<file path="config.mk">
export PLATFORM = sky130hd
export DESIGN_NAME = led_pwm_driver
export DESIGN_NICKNAME = d
export VERILOG_FILES = /design/src/rtl/led_pwm_driver.sv
export SDC_FILE = /design/constraint.sdc
export NUM_CORES = 1
export LEC_CHECK = 0
export CELL_PAD_IN_SITES_DETAIL_PLACEMENT = 1
export CELL_PAD_IN_SITES_GLOBAL_PLACEMENT = 2
export CORE_UTILIZATION = 35
export CTS_CLUSTER_SIZE = 8
export DETAILED_ROUTE_END_ITERATION = 7
export DONT_BUFFER_PORTS = 1
export PLACE_DENSITY_LB_ADDON = 0.1
export SETUP_SLACK_MARGIN = 0.3
export SYNTH_ARGS = -nofsm -noshare
export SYNTH_HDL_FRONTEND = slang
export SYNTH_SLANG_ARGS = --single-unit
export TNS_END_PERCENT = 50
</file>
<file path="constraint.sdc">
create_clock -name clk -period 2.51 [get_ports clk]
set_input_delay 0.502 -clock clk [delete_from_list [all_inputs] [get_ports clk]]
set_output_delay 0.502 -clock clk [all_outputs]
set_load 0.005 [all_outputs]
</file>
<file path="src/rtl/led_pwm_driver.sv">
// LED pin output stage: global PWM brightness with frame-aligned duty updates and optional per-bit blink.
// Optional blink logic is enabled by defining LED_BLINK_EN.
module led_pwm_driver #(
  parameter int unsigned LED_W        = 24,
  parameter int unsigned CNT_W        = 8,
  parameter int unsigned PRESC_DIV    = 100,
  parameter int unsigned BLINK_FRAMES = 64
) (
  input  logic             clk,
  input  logic             rst_n,
  input  logic [LED_W-1:0] led_in,
  input  logic [CNT_W-1:0] duty_in,
  input  logic             duty_ld,
  input  logic [LED_W-1:0] blink_in,
  input  logic             blink_ld,
  output logic [LED_W-1:0] led_out,
  output logic             frame_tick
);

  localparam int unsigned PW = (PRESC_DIV > 1) ? $clog2(PRESC_DIV) : 1;
  localparam logic [PW-1:0] PRESC_LAST = PW'(PRESC_DIV - 1);

  logic [LED_W-1:0] led_q;
  logic [PW-1:0]    presc_cnt;
  logic [CNT_W-1:0] pwm_cnt;
  logic [CNT_W-1:0] duty_shadow;
  logic [CNT_W-1:0] duty_act;
  logic             step;
  logic             frame_end;
  logic             pwm_on;
  logic [LED_W-1:0] blink_gate;

  assign step      = (presc_cnt == PRESC_LAST);
  assign frame_end = step & (&pwm_cnt);
  // All-ones duty is forced on so full brightness has no dark step per frame.
  assign pwm_on    = (&duty_act) | (pwm_cnt < duty_act);

  always_ff @(posedge clk or negedge rst_n) begin
    if (!rst_n) begin
      led_q       <= '0;
      presc_cnt   <= '0;
      pwm_cnt     <= '0;
      duty_shadow <= '1;
      duty_act    <= '1;
      led_out     <= '0;
      frame_tick  <= 1'b0;
    end else begin
      led_q      <= led_in;
      frame_tick <= frame_end;
      led_out    <= led_q & {LED_W{pwm_on}} & blink_gate;
      presc_cnt  <= step ? '0 : presc_cnt + 1'b1;
      if (step)
        pwm_cnt <= pwm_cnt + 1'b1;
      if (duty_ld)
        duty_shadow <= duty_in;
      // A load landing on the wrap edge is forwarded straight into the active duty.
      if (frame_end)
        duty_act <= duty_ld ? duty_in : duty_shadow;
    end
  end

`ifdef LED_BLINK_EN
  localparam int unsigned BW = (BLINK_FRAMES > 1) ? $clog2(BLINK_FRAMES) : 1;
  localparam logic [BW-1:0] BLINK_LAST = BW'(BLINK_FRAMES - 1);

  logic [LED_W-1:0] blink_q;
  logic [BW-1:0]    blink_cnt;
  logic             blink_phase;

  assign blink_gate = ~blink_q | {LED_W{blink_phase}};

  always_ff @(posedge clk or negedge rst_n) begin
    if (!rst_n) begin
      blink_q     <= '0;
      blink_cnt   <= '0;
      blink_phase <= 1'b1;
    end else begin
      if (blink_ld)
        blink_q <= blink_in;
      if (frame_end) begin
        if (blink_cnt == BLINK_LAST) begin
          blink_cnt   <= '0;
          blink_phase <= ~blink_phase;
        end else begin
          blink_cnt <= blink_cnt + 1'b1;
        end
      end
    end
  end
`else
  logic unused_blink;
  assign unused_blink = ^{blink_in, blink_ld};
  assign blink_gate   = '1;
`endif

endmodule
</file>
Word level (Yosys, flattened, before mapping)
Cells that the tools add are included.

Memories: 0. Latch bits: 0. Bits in registers: 80. Memory bits (writable): 0. Output and inout port bits: 25. Logic and storage cells: 18. Bits in read-only memories: 0.

Magnitude comparators: 1. Shifts and indexed selects: 0. Eq/ne operators: 1. Reductions and logical operators: 2. Bitwise logic cells: 3. $add $sub $neg: 2. $mul: 0. Divide/modulo/power cells: 0. Multiplexer cells: 2.

Operator list (count): 24-bit bitwise AND (1); 8-bit AND reduction (2); 8-bit by 1-bit adder with 8-bit output, second input constant (1); 8-bit less-than comparator (1); 8-bit 2-to-1 mux (1); 7-bit by 1-bit adder with 7-bit output, second input constant (1); 7-bit equality test, second input constant (1); 7-bit 2-to-1 mux (1); 1-bit bitwise AND (1); 1-bit bitwise OR (1).

Longest topological paths before layout
Gate-level depths: netlist (run 1).

Word-level depth: 3. Gate-level depth with buffers: 6. Gate-level depth less buffers: 5.

Worst setup path before layout (run 1)
No wires, ideal clock.

Path type: reg-to-reg. From: reg duty_act[3]. To: reg led_out[10]. Buffers on the path: 1. Cell stages (with the launch flop): 7. Path slack: 0.687 ns. Arrival time: 1.694 ns. Clock period less this slack: 1.823 ns. Cell sequence: dfstp_2 -> inv_1 -> ha_1 -> o21ai_0 -> a2111oi_4 -> buf_6 -> nor3b_2.

Word-level cells in the longest chain between the ends: 3. Elaborated cells on any way between the ends: 4. Classes of those cells: order compare (1); bitwise (2); reduce/logical (1).

RTL lines: start: declaration (RTL line 27) `logic [CNT_W-1:0] duty_act;`; start signal: assignment (RTL line 58) `duty_act <= duty_ld ? duty_in : duty_shadow;`; 8-bit less-than comparator or 8-bit AND reduction (tied branches) (RTL line 36) `assign pwm_on = (&duty_act) | (pwm_cnt < duty_act);`; 1-bit bitwise OR * (RTL line 36); 24-bit bitwise AND * (RTL line 50) `led_out <= led_q & {LED_W{pwm_on}} & blink_gate;`; end signal: assignment (RTL line 50); end: declaration (RTL line 16) `output logic [LED_W-1:0] led_out,`.

Mark *: on every way between the ends. The rest lies on a longest branch, timed or not. A chain may end at the register's enable or synchronous reset.

Worst setup path after layout (run 1)
From: reg duty_act[7]. To: reg led_out[2].

The elaborated chain is that of the path after synthesis.

==> results of run 1 <==
-- cells by family after synthesis --
logic type                 after synthesis  share of synthesized area, %
DFF                                     80                         65.99
and+or+nand+nor                         53                         15.43
muxes                                   17                         6.247
buffers and inverters                   16                         2.695
xor gates and xnor gates                10                         2.859
AOI/OAI and AO/OA                        9                         3.103
adders and majority gates                9                         3.675
-- power groups by stage --
stage	Combinational, uW	Sequential, uW	Clock [uW]
after floorplan	75.3	1410	0
after global placement	78.7	1420	0
after detailed placement	85.2	1430	0
after CTS	85.1	1400	921
after global routing	92.3	1410	969
final	82.7	1400	881
-- worst min path at each step --
| stage | start | end | slack (ps) |
|---|---|---|---|
| 6_report | rst_n | pwm_cnt[6] | -160 |
| 5_1_grt | rst_n | presc_cnt[4] | -190 |
| 4_1_cts | rst_n | presc_cnt[3] | -180 |
| 3_5_place_dp | rst_n | frame_tick | 210 |
| 3_3_place_gp | rst_n | presc_cnt[6] | 210 |
| 2_1_floorplan | rst_n | frame_tick | 210 |
-- cells in the final DEF, fill, tap and decap left out, types with 3 or more instances in the layout --
| master | n |
|---|---|
| sky130_fd_sc_hd__dfrtp_1 | 64 |
| sky130_fd_sc_hd__nor3b_2 | 20 |
| sky130_fd_sc_hd__mux2_2 | 17 |
| sky130_fd_sc_hd__dfstp_2 | 16 |
| sky130_fd_sc_hd__clkbuf_8 | 10 |
| sky130_fd_sc_hd__inv_1 | 9 |
| sky130_fd_sc_hd__xnor2_1 | 9 |
| sky130_fd_sc_hd__nand4_1 | 9 |
| sky130_fd_sc_hd__ha_1 | 9 |
| sky130_fd_sc_hd__nand3_1 | 6 |
| sky130_fd_sc_hd__nor2_1 | 5 |
| sky130_fd_sc_hd__nor3b_1 | 4 |
| sky130_fd_sc_hd__a21oi_1 | 3 |
-- sequential cells by signal, indices dropped and copies added, names as in the netlist --
name and count:
presc_cnt 7, led_q 24, duty_shadow 8, pwm_cnt 8, frame_tick 1, duty_act 8, led_out 24
-- cell type report --
cell class	count	area, um^2	area share (%)
clock inverters	6	52.55	1.560
repair buffers	2	15.01	0.4456
flip-flops and latches	80	2022	60.01
clock buffers	10	137.6	4.085
multi-input cells	98	974.7	28.93
well taps	105	131.4	3.899
diodes	1	2.502	0.07427
inverters	9	33.78	1.003
-- layer usage --
metal  global-route usage (%)  wire [um]  share of wire (%)
met5                        0          0                  0
met4                    5.970        142                2.6
met3                    5.582        363                6.6
met2                    22.86       2855                 52
met1                    14.86       2152                 39
-- stage by stage --
stage / total power (uW) / std cells
6_report: 2364 / 311
3_5_place_dp: 1511 / 294
4_1_cts: 2409 / 310
3_3_place_gp: 1503 / 294
2_1_floorplan: 1488 / 194
5_1_grt: 2471 / 311
==> results.txt, run 1 <==
A synthesized cell averages 15.79 um^2. The critical path goes through inv_1 > ha_1 > nand4_1 > a31oi_4 > nor3b_1. For the hold violation count in the final report, the log shows 65. In the synthesized netlist the dominant register cell turns out to be sky130_fd_sc_hd__dfrtp_1. Following the worst setup path forward leads to its endpoint at led_out[2]. The run finished, with violations left.

The buffer count from post-CTS setup fixing was 0; the HPWL after detailed placement was 3663 um. The run gives 299.7 ps as the post-placement setup slack. The maximum vdd drop was 0.3257 mV; the power density over the cells was 701.6 nW/um^2. The commonest cells after synthesis are sky130_fd_sc_hd__dfrtp_1, sky130_fd_sc_hd__nor3b_2, sky130_fd_sc_hd__mux2_2, sky130_fd_sc_hd__dfstp_2. The sequential fraction of design power is 59.2%, and the highest clock rate is 458.4 MHz.

After synthesis the cells add up to 3064 um^2. Relative to the synthesized area, the layout overhead comes to 9.963%. Along the worst path, the maximum fanout reaches 24. The post-route netlist has 37.56% of its cells at a drive strength greater than 1. Setup violations remaining at the end of the flow were counted as 0. The tools report the critical path launch point type as a flip-flop.

The internal power of the cells totals 1816 uW. Buffer levels on the longest clock path: 2. On the worst path, the slowest cell contributes a delay of 810 ps. The critical path capture point type is a flip-flop. TritonCTS built the clock tree.

The vertical die dimension was 95.57 um. By area the synthesized netlist is led by sky130_fd_sc_hd__dfrtp_1, sky130_fd_sc_hd__dfstp_2, sky130_fd_sc_hd__nor3b_2. The routed layout has 1,542 vias.

The number of warnings reported in the yosys synthesis log was 0; the final weighted congestion in routability-driven placement was 0.7047. The post-route minimum period is 2182 ps, and the setup slack of the worst register-to-register path is 330 ps. The placed instances occupy a cell area of 3177 um^2. In this run the horizontal extent of the chip is 95.57 um. Among all cell types in the netlist, the one instantiated most often is sky130_fd_sc_hd__dfrtp_1. The clock network accounts for 37.3% of the total power. The data required time at the worst endpoint is 2690 ps, and the number of different library cells in the post-synthesis netlist is 28. Clock-pin slew was measured on the worst setup and hold paths at 90 ps. STA puts the critical path data arrival time at 2360 ps. Clock tree synthesis inserted a total of 9 buffers. The number of buffers added on ports was 0; the tightest slew margin relative to the limit was 32.82%. The worst slack on hold paths came out at -155.3 ps. The post-detailed-route count of antenna-violating nets was 0; the max-cap check violation count was 0.

The largest individual stage delay along the critical path comes from the cell sky130_fd_sc_hd__a31oi_4. For the number of antenna violations at the first check in global routing, the log shows 1. The end-of-flow core utilization is 40.40%. Clock tree synthesis selected as its root buffer the cell sky130_fd_sc_hd__clkbuf_8. The fraction of registers with async set/reset was 100.0%; the sequential share of the synthesized area was 65.99%. The switching share of power was 23.20%; the number of instances in the synthesized netlist was 194.

Synthesis inferred 80 register bits. The boundary pin count is 85, and the starting utilization of the core area is 36.74%. The synthesized netlist net count was 263. The all-layer global routing usage is 13.52%, and the actual slew at the worst max-slew pin is 1008 ps. The critical path is of the flip-flop to flip-flop type.

Setup repair after global routing could not meet its margin everywhere. The depth of the critical timing path with buffers and inverters included was 5; the number of DRC markers in iteration 0 was 34. The final layout contains 269 nets.

The tools report the endpoint of the most critical register-to-register path as led_out[2]. The total wire length was 5514 um. After routing, the total negative slack on setup checks comes to 0 ps. The remaining global-route overflow was 0. In the routed design, unresolved DRC markers number 0.

The tools report the maximum number of pins on one net before global-route repair as 81. The logs give 9.062 ps for the worst setup skew after layout and 8341 um^2 for the area inside the core boundary. The length in cells of the worst reg-to-reg path is 5, and the area of the die is 9133 um^2. The floorplan has 33 rows.

The biggest area contributor in the post-synthesis netlist is sky130_fd_sc_hd__dfrtp_1. In this run the biggest area consumer among cell types represents 52.27% of the synthesized area. The final worst-path cycle share came out at 86.92%. The tree built by TritonCTS fans out to 80 sinks. For this design the total switching power over the nets is 548.4 uW. The logs give 8907 um for the global-route wire length before repair and 840 for the number of fill cells. The number of pins exceeding their max-slew limit in the final report is 0. Among cell families on the critical path, the largest total delay comes from compound AO/OA/AOI/OAI gates.

The checks that failed: hold timing. The via density per instance was 4.958; the average wire length per cell after detail routing was 17.73 um. The first detailed-routing pass took 4 iterations.

Tracing the worst setup path back leads to its startpoint at duty_act[7]. Source-to-sink clock delay at the later pin of the worst-skew pair: 340 ps. The buffers plus inverters on the worst setup path is 1. Path type of the worst min-delay path: input port to async pin.

After routing the design area is 3369 um^2. The run gives 0.001441 uW as the cell leakage power. For the number of gates given a new drive strength after cts, the log shows 0. The number of global-route vias before repair is 1,720, and the count of H-tree levels built during CTS is 3.

Source of the worst register-to-register timing path: duty_act[7]. Of the total power, combinational logic draws 3.5%. The number of enable flip-flop cells after synthesis is 0. After layout, the worst setup slack is 328.3 ps.
Power figures use the tool's default switching activity.
==> run 2, diff against run 1 <==
--- a/config.mk
+++ b/config.mk
@@ -7,6 +7,7 @@
 export LEC_CHECK = 0
 export CELL_PAD_IN_SITES_DETAIL_PLACEMENT = 1
 export CELL_PAD_IN_SITES_GLOBAL_PLACEMENT = 2
+export CORE_ASPECT_RATIO = 1.1
 export CORE_UTILIZATION = 35
 export CTS_CLUSTER_SIZE = 8
 export DETAILED_ROUTE_END_ITERATION = 7
==> run 2 against run 1 <==
Effect of this change: the run still ends with hold timing left; setup slack improved by 130 ps; sequential share of layout area barely moved; non-clock buffer count rose by 1; flip-flop and latch count did not move; sequential power barely moved; fmax rose by 6.2%; power fell by 1.2%; core utilization fell by 0.52 points; global-route usage fell by 0.31 points.
==> results.txt, run 2 (same netlist as run 1, synthesis figures left out) <==
The run gives 72 (+11%) as the hold violation count in the final report. The count of endpoints failing setup in the final report is 0 (unchanged), and the number of DRC violations after detailed routing is 0 (unchanged). For the setup total negative slack, the log shows 0 ps (unchanged). The synthesis-to-layout area growth is 10.00% (about the same).

For the boundary pin count, the log shows 85 (unchanged). The clock net sink count came out at 80 (unchanged). The number of buffers added on ports was 0 (unchanged). TritonCTS built the clock tree. Critical path capture point type: a flip-flop.

The logs give -160.5 ps (-5.170 ps) for the worst slack on hold paths and 9133 um^2 (about the same) for the area of the die. The largest registers in the layout are led_out (24), led_q (24). The tools report the worst setup skew after layout as 8.025 ps (-1.037 ps). The logs give 2730 ps (+40 ps) for the data required time at the worst endpoint and 1787 uW (-1.6%) for the cell-internal power.

For the number of antenna violations at the first check in global routing, the log shows 0 (-1). The tightest slew margin relative to the limit is 65.06% (+32 points), and the clock-pin slew reported for the worst setup and hold paths after clock tree synthesis is 80 ps (about the same). Clock tree synthesis selected as its root buffer the cell sky130_fd_sc_hd__clkbuf_8. The maximum number of pins on one net before global-route repair came out at 81 (unchanged). Number of global-route vias before repair: 1,809 (+5.2%).

The cell leakage power was 0.001447 uW (+0.44%); the part of the power in combinational logic was 3.5% (about the same). The path type of the worst min-delay path is input port to async pin. The logs give 3668 um (+0.15%) for the HPWL after detailed placement and 59.9% (+0.7 points) for the sequential fraction of design power. Horizontal die dimension: 91.21 um (-4.6%).

The tools report the total wire length as 5353 um (-2.9%). The critical path launch point type was a flip-flop. Post-detailed-route count of antenna-violating nets: 0 (unchanged). The library cells used most frequently in the layout, excluding fill and tap cells, are sky130_fd_sc_hd__dfrtp_1, sky130_fd_sc_hd__nor3b_2, sky130_fd_sc_hd__mux2_2. The placed instance count is 301 (+2.4%).

The vertical die dimension works out to 100.1 um (+4.8%). The tools report the remaining global-route overflow as 0 (unchanged). The logs give 317 (+1.9%) for the final instance count without filler cells and 9108 um (+2.3%) for the global-route wire length before repair. Setup repair after global routing left no endpoint under its margin.

The net switching power figure came out at 549.8 uW (+0.25%). The kind of critical path was flip-flop to flip-flop. The number of DRC markers in iteration 0 is 24 (-29%). Count of TritonRoute iterations in the first routing pass: 4 (unchanged). The tools report the setup slack of the worst register-to-register path as 460 ps (+130 ps).

The run finished, with violations left. The tools report the starting utilization of the core area as 36.25% (-0.48 points). The launch point of the worst path is duty_act[3]. The actual slew at the worst max-slew pin is 520.1 ps (-487.5 ps).

Maximum vdd drop: 0.3367 mV (+3.4%). The highest fanout seen on the critical path is 24 (unchanged). The end of the critical path is led_out[0]. The commonest non-fill, non-tap cell in the layout was sky130_fd_sc_hd__dfrtp_1. The area inside the core boundary is 8452 um^2 (+1.3%), and the post-route minimum period is 2055 ps (-126.9 ps). For the source-to-sink clock delay at the later pin of the worst-skew pair, the log shows 350 ps (about the same). For the number of nets at the end of the flow, the log shows 270 (+0.37%).

The final weighted congestion in routability-driven placement was 0.7040 (about the same); the power density over the cells was 693.2 nW/um^2 (-1.2%). Length in cells of the worst reg-to-reg path: 6 (+1). Highest clock rate: 486.7 MHz (+6.2%). Via density per instance: 4.836 (-2.5%).

The average wire length per cell after detail routing works out to 16.89 um (-4.8%). The routed via count was 1,533 (-0.58%). The worst register-to-register path ends at led_out[0]. The checks that failed: hold timing. For the end-of-flow core utilization, the log shows 39.88% (-0.52 points). The data arrival time of the worst path was 2270 ps (-90 ps); the share of cells above drive strength 1 was 37.86% (+0.30 points). The number of fill cells came out at 854 (+1.7%). The run gives 2 (unchanged) as the buffer levels on the longest clock path.

The relative contribution of the clock network to total power came out at 36.6% (-0.7 points). Final worst-path cycle share: 81.87% (-5.1 points). For the number of buffers inserted during clock tree synthesis, the log shows 9 (unchanged).

The run gives 35 (+6.1%) as the number of core rows. The worst register-to-register path begins at duty_act[3]. The count of H-tree levels built during CTS came out at 3 (unchanged). The max-cap check violation count is 0 (unchanged). The switching share of power is 23.53% (+0.33 points), and the number of pins exceeding their max-slew limit in the final report is 0 (unchanged). Final antenna diode count: 0 (-1). The all-layer global routing usage was 13.21% (-0.31 points).
run 2: cell types whose count changed in the layout (fill, tap and decap cells not counted):
cell                         previous run  this run
sky130_fd_sc_hd__clkinv_4               2         1
sky130_fd_sc_hd__clkbuf_8              10         9
sky130_fd_sc_hd__inv_6                  1         2
sky130_fd_sc_hd__buf_4                  2         3
sky130_fd_sc_hd__diode_2                1         0
sky130_fd_sc_hd__clkinvlp_4             2         1
sky130_fd_sc_hd__clkinv_2               0         2
run 2: routing by layer:
metal	vias to the layer above	part of all wire, %	GRT usage, %
li1	688	-	-
met4	0	1.3	5.128
met2	41	53	23.08
met1	795	40	14.50
met3	9	5.7	5.227
met5	-	0	0
run 2: what timing repair did:
item                                   CTS  global route
buffers inserted                         0             0
endpoints found under the hold margin   80            80
resized for setup                        0             0
run 2: area by class of cell:
class                      count  area, um^2  area share [%]
inverter                       9       33.78           1.002
sequential                    80        2022           59.99
multi-input combinational     98       974.7           28.92
timing repair buffer           3       22.52          0.6682
tap                          111       138.9           4.120
clock buffer                   9       123.9           3.675
clock inverter                 7       55.05           1.633
run 2: how the worst min path moves through the flow:
stage / cells after the start / to / from
floorplan: 0 / frame_tick / rst_n
global placement: 0 / frame_tick / rst_n
detailed placement: 0 / frame_tick / rst_n
CTS: 0 / led_out[5] / rst_n
global route: 0 / frame_tick / rst_n
finish: 0 / frame_tick / rst_n
run 2: stage by stage:
stage               instance area, um^2  total power (uW)  worst slack (ps)
floorplan                          3064              1488             686.7
global route                       3371              2460             311.6
global placement                   3192              1502             478.5
detailed placement                 3192              1511             436.6
CTS                                3371              2388             414.5
finish                             3371              2337             455.2
run 2: power by group through the flow:
stage                     Sequential, uW  Clock [uW]  Combinational (uW)
after floorplan                     1410           0                75.3
after global placement              1420           0                79.6
after detailed placement            1430           0                85.0
after CTS                           1400         901                85.2
after global routing                1410         960                92.8
final                               1400         856                82.6
run 2: worst max-delay path: stages, from the launching register on:
cell and delay, ps:
sky130_fd_sc_hd__dfstp_2 550, sky130_fd_sc_hd__inv_1 40, sky130_fd_sc_hd__ha_1 260, sky130_fd_sc_hd__o21ai_0 150
sky130_fd_sc_hd__a2111oi_4 390, sky130_fd_sc_hd__buf_4 410, sky130_fd_sc_hd__nor3b_1 120
